--- src/rtl/billiard_pkg.sv ---
// Shared types and helpers for the billiard ball datapath.
// Positions are fixed point with FRAC_BITS fractional bits; velocities are sub-pixels per frame.
package billiard_pkg;

    localparam int FRAC_BITS_DEF = 6;

    typedef logic signed [10:0] vel_t;
    typedef logic signed [16:0] fpos_t;

    typedef enum logic {
        IDLE,
        MOVING
    } ball_state_t;

    function automatic vel_t clamp_vel(input vel_t v, input int max_vel);
        int v_int;
        v_int = int'(v);
        if (v_int > max_vel) begin
            return vel_t'(max_vel);
        end else if (v_int < -max_vel) begin
            return vel_t'(-max_vel);
        end
        return v;
    endfunction

    // Saturating add; the wide intermediate keeps the position from ever wrapping.
    function automatic fpos_t integrate_pos(input fpos_t pos, input vel_t vel, input int lim);
        int sum;
        sum = int'(pos) + int'(vel);
        if (sum < 0) begin
            sum = 0;
        end else if (sum > lim) begin
            sum = lim;
        end
        return fpos_t'(sum);
    endfunction

endpackage

--- src/rtl/friction_step.sv ---
// Moves one velocity component a single unit toward zero when enabled.
// Never crosses zero, so the sign of the component is preserved.
module friction_step (
    input  logic signed [10:0] i_vel,
    input  logic               i_enable,
    output logic signed [10:0] o_vel
);

    always_comb begin
        o_vel = i_vel;
        if (i_enable) begin
            if (i_vel > 11'sd0) begin
                o_vel = i_vel - 11'sd1;
            end else if (i_vel < 11'sd0) begin
                o_vel = i_vel + 11'sd1;
            end
        end
    end

endmodule

--- src/rtl/ball_motion.sv ---
// Per-ball kinematics: owns position and velocity, integrates once per frame,
// applies periodic friction, accepts cue shots and reflected velocities from border_collision.
module ball_motion
    import billiard_pkg::*;
#(
    parameter int INIT_X          = 320,
    parameter int INIT_Y          = 240,
    parameter int FRAC_BITS       = FRAC_BITS_DEF,
    parameter int FRICTION_PERIOD = 4,
    parameter int HIT_HOLDOFF     = 3,
    parameter int MAX_VEL         = 511,
    parameter int X_MAX           = 623,
    parameter int Y_MAX           = 463
) (
    input  logic               clk,
    input  logic               resetN,
    input  logic               i_startOfFrame,
    input  logic               i_shotValid,
    input  logic signed [10:0] i_shotVelX,
    input  logic signed [10:0] i_shotVelY,
    input  logic               i_collisionOccurred,
    input  logic signed [10:0] i_collVelX,
    input  logic signed [10:0] i_collVelY,
    output logic signed [10:0] o_ballPosX,
    output logic signed [10:0] o_ballPosY,
    output logic signed [10:0] o_ballVelX,
    output logic signed [10:0] o_ballVelY,
    output logic               o_ballMoving
);

    localparam int CNT_W = (FRICTION_PERIOD > 1) ? $clog2(FRICTION_PERIOD) : 1;
    localparam int HO_W  = (HIT_HOLDOFF > 1) ? $clog2(HIT_HOLDOFF + 1) : 1;

    localparam logic [CNT_W-1:0] CNT_LAST = CNT_W'(FRICTION_PERIOD - 1);
    localparam logic [HO_W-1:0]  HO_LOAD  = HO_W'(HIT_HOLDOFF);

    localparam int POS_X_LIM = X_MAX << FRAC_BITS;
    localparam int POS_Y_LIM = Y_MAX << FRAC_BITS;

    localparam fpos_t POS_X_RST = fpos_t'(INIT_X << FRAC_BITS);
    localparam fpos_t POS_Y_RST = fpos_t'(INIT_Y << FRAC_BITS);

    ball_state_t      r_state;
    ball_state_t      w_stateNext;
    fpos_t            r_posX;
    fpos_t            r_posY;
    fpos_t            w_posXNext;
    fpos_t            w_posYNext;
    vel_t             r_velX;
    vel_t             r_velY;
    vel_t             w_velXNext;
    vel_t             w_velYNext;
    logic [CNT_W-1:0] r_frictionCnt;
    logic [CNT_W-1:0] w_frictionCntNext;
    logic [HO_W-1:0]  r_holdoff;
    logic [HO_W-1:0]  w_holdoffNext;

    vel_t             r_outPosX;
    vel_t             r_outPosY;
    vel_t             r_outVelX;
    vel_t             r_outVelY;
    logic             r_outMoving;

    vel_t             w_shotX;
    vel_t             w_shotY;
    vel_t             w_fricVelX;
    vel_t             w_fricVelY;
    logic             w_frameTick;
    logic             w_collAccept;
    logic             w_frictionEn;

    assign w_shotX      = clamp_vel(i_shotVelX, MAX_VEL);
    assign w_shotY      = clamp_vel(i_shotVelY, MAX_VEL);
    assign w_frameTick  = i_startOfFrame && (r_state == MOVING);
    assign w_collAccept = i_collisionOccurred && (r_holdoff == '0) && (r_state == MOVING);
    // A collision on the friction frame replaces the velocity outright, so no step that frame.
    assign w_frictionEn = w_frameTick && (r_frictionCnt == CNT_LAST) && !w_collAccept;

    friction_step u_friction_x (
        .i_vel    (r_velX),
        .i_enable (w_frictionEn),
        .o_vel    (w_fricVelX)
    );

    friction_step u_friction_y (
        .i_vel    (r_velY),
        .i_enable (w_frictionEn),
        .o_vel    (w_fricVelY)
    );

    always_comb begin
        w_stateNext       = r_state;
        w_posXNext        = r_posX;
        w_posYNext        = r_posY;
        w_velXNext        = r_velX;
        w_velYNext        = r_velY;
        w_frictionCntNext = r_frictionCnt;
        w_holdoffNext     = r_holdoff;

        unique case (r_state)
            IDLE: begin
                if (i_shotValid) begin
                    w_velXNext = w_shotX;
                    w_velYNext = w_shotY;
                    if ((w_shotX != '0) || (w_shotY != '0)) begin
                        w_stateNext = MOVING;
                    end
                end
            end

            MOVING: begin
                if (w_frameTick) begin
                    w_posXNext = integrate_pos(r_posX, r_velX, POS_X_LIM);
                    w_posYNext = integrate_pos(r_posY, r_velY, POS_Y_LIM);
                    if (r_frictionCnt == CNT_LAST) begin
                        w_frictionCntNext = '0;
                    end else begin
                        w_frictionCntNext = r_frictionCnt + CNT_W'(1);
                    end
                    if (r_holdoff != '0) begin
                        w_holdoffNext = r_holdoff - HO_W'(1);
                    end
                end

                if (w_collAccept) begin
                    w_velXNext    = i_collVelX;
                    w_velYNext    = i_collVelY;
                    w_holdoffNext = HO_LOAD;
                end else begin
                    w_velXNext = w_fricVelX;
                    w_velYNext = w_fricVelY;
                end

                if ((r_velX == '0) && (r_velY == '0) && !w_collAccept) begin
                    w_stateNext = IDLE;
                end
            end

            default: begin
                w_stateNext = IDLE;
            end
        endcase
    end

    always_ff @(posedge clk or negedge resetN) begin
        if (!resetN) begin
            r_state       <= IDLE;
            r_posX        <= POS_X_RST;
            r_posY        <= POS_Y_RST;
            r_velX        <= '0;
            r_velY        <= '0;
            r_frictionCnt <= '0;
            r_holdoff     <= '0;
        end else begin
            r_state       <= w_stateNext;
            r_posX        <= w_posXNext;
            r_posY        <= w_posYNext;
            r_velX        <= w_velXNext;
            r_velY        <= w_velYNext;
            r_frictionCnt <= w_frictionCntNext;
            r_holdoff     <= w_holdoffNext;
        end
    end

    // Outputs lag the state registers by one cycle; the shift floors toward -inf.
    always_ff @(posedge clk or negedge resetN) begin
        if (!resetN) begin
            r_outPosX   <= vel_t'(INIT_X);
            r_outPosY   <= vel_t'(INIT_Y);
            r_outVelX   <= '0;
            r_outVelY   <= '0;
            r_outMoving <= 1'b0;
        end else begin
            r_outPosX   <= vel_t'(r_posX >>> FRAC_BITS);
            r_outPosY   <= vel_t'(r_posY >>> FRAC_BITS);
            r_outVelX   <= r_velX;
            r_outVelY   <= r_velY;
            r_outMoving <= (r_state == MOVING);
        end
    end

    assign o_ballPosX   = r_outPosX;
    assign o_ballPosY   = r_outPosY;
    assign o_ballVelX   = r_outVelX;
    assign o_ballVelY   = r_outVelY;
    assign o_ballMoving = r_outMoving;

endmodule

--- config.mk ---
export PLATFORM = sky130hd
export DESIGN_NAME = ball_motion
export DESIGN_NICKNAME = d
export VERILOG_FILES = /design/src/rtl/billiard_pkg.sv /design/src/rtl/friction_step.sv /design/src/rtl/ball_motion.sv
export SDC_FILE = /design/constraint.sdc
export NUM_CORES = 1
export LEC_CHECK = 0
export CAP_MARGIN = 20
export CORE_MARGIN = 1.5
export CORE_UTILIZATION = 60
export DETAILED_ROUTE_END_ITERATION = 10
export HOLD_SLACK_MARGIN = 0.08
export PLACE_DENSITY = 0.87
export SETUP_SLACK_MARGIN = 0.4
export SYNTH_ARGS = -nofsm -noshare
export SYNTH_HDL_FRONTEND = slang
export SYNTH_SLANG_ARGS = --single-unit
--- constraint.sdc ---
create_clock -name clk -period 7.1 [get_ports clk]
set_input_delay 1.065 -clock clk [delete_from_list [all_inputs] [get_ports clk]]
set_output_delay 1.065 -clock clk [all_outputs]
set_load 0.01 [all_outputs]
=== Word-level counts from Yosys, hierarchy flattened ===
Cells that the tools add are included.

* Memories: 0
* Bits in latches: 0
* Logic and storage cells: 93
* Memory bits (writable): 0
* Register bits after elaboration: 106
* Output and inout port bits: 45
* Memory bits (read-only): 0

* $add $sub $neg: 8
* Shift-type cells: 0
* $mul: 0
* Bitwise logic cells: 1
* Divide/modulo/power cells: 0
* Mux-type cells: 34
* Reduce and logical (&&, ||, !) cells: 21
* Equal/unequal tests: 5
* Magnitude comparators: 12

{| class="wikitable"
|+ Operator list
! cell !! count
|-
| two-way mux 11 bit || 16
|-
| two-way mux 17 bit || 4
|-
| case mux 11 bit (2 select lines) || 2
|-
| adder 17 x 11 -> 18 bit || 2
|-
| < comparator 18 x 1 -> 1 bit (second input constant) || 2
|-
| adder 11 x 2 -> 11 bit (second input constant) || 2
|-
| greater-than comparator 11 x 1 -> 1 bit (second input constant) || 2
|-
| greater-than comparator 11 x 10 -> 1 bit (second input constant) || 2
|-
| zero test 11 bit || 2
|-
| < comparator 11 x 1 -> 1 bit (second input constant) || 2
|-
| < comparator 11 x 10 -> 1 bit (second input constant) || 2
|-
| nonzero test 11 bit || 2
|-
| subtractor 11 x 2 -> 11 bit (second input constant) || 2
|-
| greater-than comparator 18 x 16 -> 1 bit (second input constant) || 1
|-
| greater-than comparator 18 x 17 -> 1 bit (second input constant) || 1
|-
| AND reduction 3 bit || 3
|-
| two-way mux 2 bit || 4
|-
| inequality test 4 x 1 -> 1 bit (second input constant) || 2
|-
| logical AND 1 bit || 7
|-
| two-way mux 1 bit || 7
|-
| nonzero test 2 bit || 3
|-
| inequality test 3 x 1 -> 1 bit (second input constant) || 1
|-
| adder 2 x 1 -> 2 bit (second input constant) || 1
|-
| equality test 2 bit (second input constant) || 1
|-
| 8 further kinds || 8
|}

=== Depth between registers and ports, before layout ===
Gate-level depths: netlist (run 1).

* Depth in word-level cells: 9
* Gate-level depth with buffers: 13

=== Hierarchy ===
Synthesis (run 1) repeated with hierarchy kept, for this count alone.

* Cells, all modules: 848
* Area total of the unflattened synthesis: 7623.6 um2

{| class="wikitable"
|+ Modules (own cells, without submodules)
! module !! times used !! cells each !! area each (um2) !! seq. area each (um2)
|-
| ball_motion || 1 || 700 || 6612.6 || 2667.6
|-
| friction_step || 2 || 74 || 505.5 || 0.0
|}

=== Least setup slack after synthesis (run 1) ===
OpenSTA, ideal clock, no wires.

* Path kind: register to register
* Start: register r_velY[0]
* End: register r_posY[2]
* Slack: 4.103 ns
* Path buffers: 1
* Library setup time: 0.122 ns
* Stages on the path, launching flop included: 13
* Arrival: 2.876 ns
* Path through: dfrtp_1 -> ha_1 -> inv_1 -> fa_1 -> nand2b_1 -> a211oi_2 -> nor2_1 -> o41ai_1 -> a21oi_1 -> xor2_1 -> o311a_1 -> buf_2 -> a32o_1

* Word-level cells in the longest chain between the ends: 4
* Elaborated cells on any way between the ends: 5
* Classes of those cells: 1 x add/sub; 2 x order compare; 2 x mux

{| class="wikitable"
|+ RTL lines
! element !! line !! source
|-
| start, declared || ball_motion.sv:50 || <nowiki>vel_t r_velY;</nowiki>
|-
| start signal, assigned || ball_motion.sv:159 || <nowiki>r_velY <= w_velYNext;</nowiki>
|-
| adder 17 x 11 -> 18 bit * || billiard_pkg.sv:29 || <nowiki>sum = int'(pos) + int'(vel);</nowiki>
|-
| greater-than comparator 18 x 16 -> 1 bit || billiard_pkg.sv:32 || <nowiki>end else if (sum > lim) begin</nowiki>
|-
| two-way mux 17 bit || billiard_pkg.sv:32 ||
|-
| two-way mux 17 bit * || billiard_pkg.sv:30 || <nowiki>if (sum < 0) begin</nowiki>
|-
| end signal, assigned || ball_motion.sv:157 || <nowiki>r_posY <= w_posYNext;</nowiki>
|-
| end, declared || ball_motion.sv:46 || <nowiki>fpos_t r_posY;</nowiki>
|}

Mark *: on every way between the ends. The rest lies on a longest branch, timed or not.
A chain may end at the register's enable or synchronous reset.

=== Worst setup path after layout (run 1) ===
* Start: register r_velY[0]
* End: register r_velY[7]

* Word-level cells in the longest chain between the ends: 6
* Elaborated cells on any way between the ends: 11
* Classes of those cells: 2 x add/sub; 2 x order compare; 1 x eq/ne; 5 x mux; 1 x reduce/logical

{| class="wikitable"
|+ RTL lines
! element !! line !! source
|-
| adder 11 x 2 -> 11 bit || friction_step.sv:15 || <nowiki>o_vel = i_vel + 11'sd1;</nowiki>
|-
| two-way mux 11 bit || friction_step.sv:14 || <nowiki>end else if (i_vel < 11'sd0) begin</nowiki>
|-
| two-way mux 11 bit || friction_step.sv:12 || <nowiki>if (i_vel > 11'sd0) begin</nowiki>
|-
| two-way mux 11 bit || friction_step.sv:11 || <nowiki>if (i_enable) begin</nowiki>
|-
| two-way mux 11 bit || ball_motion.sv:125 || <nowiki>if (w_collAccept) begin</nowiki>
|-
| case mux 11 bit (2 select lines) || ball_motion.sv:100 || <nowiki>unique case (r_state)</nowiki>
|}

Several ways; a longest one is shown, not always the timed one. The select of a mux whose other input is x is not followed.

==> impl_metrics.ini, run 1 <==
[global_routing]
grt_util_all_layers = 0.295
grt_overflow_total = 0
antenna_found_initial = 0
grt_pass1_vias = 5767
grt_max_degree = 80
grt_pass1_wl_um = 27200

[hold_path]
hold_depth = 0
worst_hold_path_type = reg2reg

[power]
p_leak_nw = 3.40
power_density_nw_per_um2 = 555
vdd_ir_drop_max_mv = 0.266
p_total_mw = 4.40

[setup_path]
cp_slowest_stage_delay_ps = 670
crit_arrival_ps = 3940
r2r_cells = 13
end_kind = register
crit_slowest_cell = a2111oi_0
path_class = reg2reg
critPathLaunchType = register
crit_top_cell = o21ai_0
critPathRequiredTime_ps = 7370
path_cells = nor4_1 > nand3_1 > nand2_1 > inv_1 > ha_1 > a21o_1 > a21oi_1 > o21ai_0 > a2111oi_0 > nor2_1 > xnor2_1 > o21ai_0 > o31a_1
crit_fanout = 9

[cts]
cts_setup_buffers = 0
cts_buffers = 9
postCtsHoldBufs = 0
cts_buffer_depth = 2
cts_resized = 0
cts.clk_slew.worst_paths_ps = 100
insertion_delay_ps = 380
clock_sinks = 106
cts_tree = built
ctsHtreeMaxLevel = 3
ctsRootBufferMaster = clkbuf_8

[routing]
wire_per_inst_um = 17.9
detail-route-antenna-nets = 0
drt-initial-drc-count = 359
viasPerCell = 6.31
drt-pass1-iter-count = 5
wl_met1_um = 7180
drcViolationCount = 0
vias = 5919
routed_wirelength_um = 16800
dr_wl_met2_um = 8190
wl_met3_um = 968
top_layer_used = met4

[die]
num_rows = 38
dieArea_um2 = 11800
io_pins = 94
die_y_um = 108
die_x_um = 108
initial_core_util = 0.615
core_um2 = 10800

[status]
run_status = complete, no violations

[timing]
setup_viol_count_final = 0
fin_crit_sh = 0.516
timing.fmax_mhz = 273
worstMarginPinSlew_ps = 1120
slew_headroom = 0.256
hold_viol = 0
final.min_clock_period_ps = 3670
rsz0062_at_grt = false
slew_violations = 0
fin_skew_ps = 12.3
fin_ws_ps = 3430
finalSetupTns_ps = 0

[final_layout]
drive_gt1_frac = 0.0589
multi_input_area_um2 = 3770
layout_common_cells = 94 x dfrtp_1, 92 x clkdlybuf4s50_1, 70 x nand2_1
antennaDiodeCount = 0
seq_area_um2 = 2670
fin_nets = 900
final_util = 0.731
final_common_cell = dfrtp_1
syn_to_final_growth_pct = 18.8
fillCellCount = 807

[placed_design]
post-dp-hpwl_um = 12400
port_buffers = 93
pre_cts_ws_ps = 3520
gp_congestion = 0.943

[synthesis]
yosysSeqAreaShare = 0.400
synth-xor-area-share = 0.0565
avgSynthCellArea_um2 = 9.38
yosysUniqueCellTypes = 68
synthMuxAreaShare = 0.00300
synth_seq_cells = 106
netlist_area_um2 = 6670
synth_nets = 818
ys.flop_type = dfrtp_1
ys.warnings.count = 0
synth_simple_gate_area_frac = 0.148
synth-compound-area-share = 0.235
synth_edf_count = 0
postSynthCellCount = 711
synth_top_family_by_area = compound AO/OA/AOI/OAI gates
synth-adder-area-share = 0.122
async_flop_share = 1.00

[flow_run]
maxCapViolations = 0
cell usage after synthesis, types with 9 or more instances:
master / instances / area, um2
inv_1: 30 / 113
a21oi_1: 65 / 325
a211oi_1: 12 / 90.1
nand2_1: 70 / 263
a21o_1: 9 / 67.6
a31oi_1: 10 / 62.6
dfrtp_1: 94 / 2350
a32o_1: 14 / 140
nand2b_1: 9 / 56.3
xor2_1: 19 / 166
nor4_1: 10 / 62.6
xnor2_1: 24 / 210
nand3_1: 13 / 65.1
dfstp_2: 12 / 315
nor2b_1: 9 / 56.3
o21ai_0: 37 / 185
nor3_1: 24 / 120
clkbuf_1: 21 / 78.8
nor2_1: 47 / 176
ha_1: 54 / 676
layout make-up:
class                      instances  share of cell area
multi-input combinational        548               0.476
clock buffer                      10              0.0174
clock inverter                     6              0.0114
tap                              140              0.0221
inverter                          30              0.0142
sequential                       106               0.337
timing repair buffer              98               0.122
power by group:
group	internal (mW)	total [mW]	switching (mW)
sequential	0.877	1.11	0.236
combinational	1.25	2.87	1.61
clock	0.209	0.415	0.207
flip-flops by register name (all words and copies together) (netlist names):
name           cells
r_velX            11
o_ballMoving       1
r_holdoff          2
o_ballPosY        11
r_frictionCnt      2
o_ballVelX        11
o_ballVelY        11
r_posX            17
r_velY            11
o_ballPosX        11
r_posY            17
r_state            1
final timing paths:
check | from | endpoint | slack [ps]
max | r_velY[0]$_DFFE_PN0P_ | r_velY[7]$_DFFE_PN0P_ | 3430
min | r_posY[11]$_DFFE_PN1P_ | o_ballPosY[5]$_DFF_PN1_ | 390
max reg2reg | r_velY[0]$_DFFE_PN0P_ | r_velY[7]$_DFFE_PN0P_ | 3430
min reg2reg | r_posY[11]$_DFFE_PN1P_ | o_ballPosY[5]$_DFF_PN1_ | 390
max in group asynchronous | resetN | o_ballPosY[2]$_DFF_PN0_ | 5220
min in group asynchronous | resetN | r_posX[6]$_DFFE_PN0P_ | 590
kinds of logic (layout without fill, tap and decap cells):
family                   Yosys count  count (layout)
XOR/XNOR                          43              43
adder cells (fa/ha/maj)           64              64
flip-flops                       106             106
AO/OA/AOI/OAI                    230             230
AND/OR/NAND/NOR                  209             209
multiplexers                       2               2
buffers and inverters             57             144
through the flow:
stage | cells | hold WS, ps | area, um2
floorplan | 711 | 352 | 6670
global placement | 921 | 368 | 7680
detailed placement | 922 | 369 | 7690
CTS | 938 | 386 | 7920
global route | 938 | 391 | 7920
finish | 938 | 386 | 7920
worst max-delay path, delay by kind of cell (launching register included):
family,cells,cell delay (ps)
AOI/OAI and AO/OA,6,1560
xor gates and xnor gates,1,160
adders and majority gates,1,320
buffers and inverters,1,180
DFF,1,470
and+or+nand+nor,4,860
layer usage:
layer | GRT usage | vias to the layer above
met3 | 0.0344 | 41
met4 | 0.127 | 0
li1 | - | 2781
met5 | 0 | -
met2 | 0.499 | 263
met1 | 0.383 | 2834
Power figures use the tool's default switching activity.
==> inputs of run 2 (changes only) <==
--- a/config.mk
+++ b/config.mk
@@ -7,10 +7,10 @@
 export LEC_CHECK = 0
 export CAP_MARGIN = 20
 export CORE_MARGIN = 1.5
-export CORE_UTILIZATION = 60
+export CORE_UTILIZATION = 56
 export DETAILED_ROUTE_END_ITERATION = 10
 export HOLD_SLACK_MARGIN = 0.08
-export PLACE_DENSITY = 0.87
+export PLACE_DENSITY = 0.82
 export SETUP_SLACK_MARGIN = 0.4
 export SYNTH_ARGS = -nofsm -noshare
 export SYNTH_HDL_FRONTEND = slang
==> constraint.sdc (replaced) <==
create_clock -name clk -period 3.7 [get_ports clk]
set_input_delay 0.555 -clock clk [delete_from_list [all_inputs] [get_ports clk]]
set_output_delay 0.555 -clock clk [all_outputs]
set_load 0.01 [all_outputs]
==> run 2 against run 1 <==
The flow now finishes with violations (DRC). Clock skew decreased by 3.5 ps. Sequential share of layout area fell by 1.1 points. Count of clock-buffer cells in the layout up 1. Core utilization is 1.8 points lower. Final cell count up 1.5%. Combinational power up 100%. Worst setup slack worse by 2900 ps. Global-route usage shrank 2.9 points. Maximum frequency up 15%. Non-clock buffer count up 10. Total power increased by 100%. Critical endpoint is now r_posY[0]$_DFFE_PN0P_.
==> impl_metrics.ini, run 2 (synthesized netlist as in run 1, its figures left out) <==
[setup_path]
crit_fanout = 6
critPathRequiredTime_ps = 3930
end_kind = register
path_class = reg2reg
critPathLaunchType = register
crit_arrival_ps = 3420
r2r_cells = 11

[timing]
hold_viol = 0
hold_ws_ps = 168
setup_viol_count_final = 0
finalSetupTns_ps = 0
worstMarginPinSlew_ps = 1060
rsz0062_at_grt = false
slew_violations = 0
timing.fmax_mhz = 314
fin_skew_ps = 8.87
fin_ws_ps = 515
final.min_clock_period_ps = 3190
fin_crit_sh = 0.861
slew_headroom = 0.293

[final_layout]
final_common_cell = clkdlybuf4s50_1
instances_no_fill = 952
layout_common_cells = 92 x clkdlybuf4s50_1, 91 x dfrtp_1, 70 x nand2_1
syn_to_final_growth_pct = 23.1
antennaDiodeCount = 0
final_util = 0.713
reg.largest.list = r_posX (17), r_posY (17)
design_area_um2 = 8210
fin_nets = 911
drive_gt1_frac = 0.0989

[cts]
postCtsHoldBufs = 0
ctsHtreeMaxLevel = 3
cts_buffer_depth = 2
cts_tree = built
insertion_delay_ps = 350
cts.clk_slew.worst_paths_ps = 70
clock_sinks = 106
cts_buffers = 9
ctsRootBufferMaster = clkbuf_16

[global_routing]
grt_use_met3 = 0.0362
grt_overflow_total = 0
grt_util_all_layers = 0.267
grt_pass1_vias = 5805
grt-busiest-layer = met2
antenna_found_initial = 0
grt_pass1_wl_um = 27200
grt_max_degree = 40
grtUsageMet1 = 0.361
met2_usage = 0.442

[die]
die_x_um = 112
core_um2 = 11500
initial_core_util = 0.579
num_rows = 39
dieArea_um2 = 12600
io_pins = 94
die_y_um = 112

[status]
failed_checks = DRC
run_status = finished, violations left

[power]
p_total_mw = 8.88
power_frac_seq = 0.236
sw_frac_of_total = 0.463
power_density_nw_per_um2 = 1080
vdd_ir_drop_max_mv = 0.471
p_leak_nw = 3.50
p_int_mw = 4.77
p_comb_frac = 0.662
p_switching_mw = 4.11
clockPowerShare = 0.102

[routing]
vias = 5946
drt-initial-drc-count = 452
drt-pass1-iter-count = 10
routed_wirelength_um = 16700
wire_per_inst_um = 17.6
viasPerCell = 6.25
detail-route-antenna-nets = 0
drcViolationCount = 9

[placed_design]
dp_cells = 932
pre_cts_ws_ps = 185
port_buffers = 93
place_area_um2 = 7750
post-dp-hpwl_um = 12400
gp_congestion = 0.912

[hold_path]
worst_hold_path_type = in2async

[flow_run]
maxCapViolations = 0
-- run 2: final timing paths --
path	from	end	slack [ps]
min in group clk	r_posX[14]$_DFFE_PN1P_	o_ballPosX[8]$_DFF_PN1_	380
hold / removal	resetN	o_ballPosX[7]$_DFF_PN0_	170
hold reg to reg	r_posX[14]$_DFFE_PN1P_	o_ballPosX[8]$_DFF_PN1_	380
max in group asynchronous	resetN	r_velY[0]$_DFFE_PN0P_	2690
setup / recovery	r_velY[0]$_DFFE_PN0P_	r_posY[0]$_DFFE_PN0P_	510
setup reg to reg	r_velY[0]$_DFFE_PN0P_	r_posY[0]$_DFFE_PN0P_	510
-- run 2: what timing repair did --
item | in CTS | in global routing
pin swaps | 0 | 5
gates cloned | 0 | 1
gates resized for setup | 8 | 29
buffers inserted | 0 | 3
endpoints found under the setup margin | 22 | 38
-- run 2: power by group through the flow --
| stage | clock [mW] | combinational [mW] | sequential (mW) |
|---|---|---|---|
| after floorplan | 0 | 3.92 | 2.09 |
| after global placement | 0 | 5.20 | 2.08 |
| after detailed placement | 0 | 5.36 | 2.10 |
| after CTS | 0.926 | 5.52 | 2.08 |
| after global routing | 0.973 | 6.45 | 2.15 |
| final | 0.909 | 5.88 | 2.10 |
-- run 2: layout make-up --
cell class              count  area [um2]
multi-input cells         549        3920
fillers                   846        3310
flip-flops and latches    106        2670
repair buffers            108        1040
clock buffers              11         243
well taps                 143         179
inverters                  30         113
clock inverters             5        37.5
-- run 2: worst max-delay path, cell delays in order, from the launching register on --
cell and delay (ps):
dfrtp_2 420, ha_1 200, inv_1 60, fa_1 400, nand2b_1 190, a211oi_2 370
o21ai_2 130, o21ai_2 220, xnor2_1 110, or2_1 280, o311a_4 430, a32o_1 270
-- run 2: metal layers --
layer,wire (um),vias up
met5,0,-
met4,337,0
met3,1130,29
met2,8090,247
met1,7190,2859
li1,-,2811
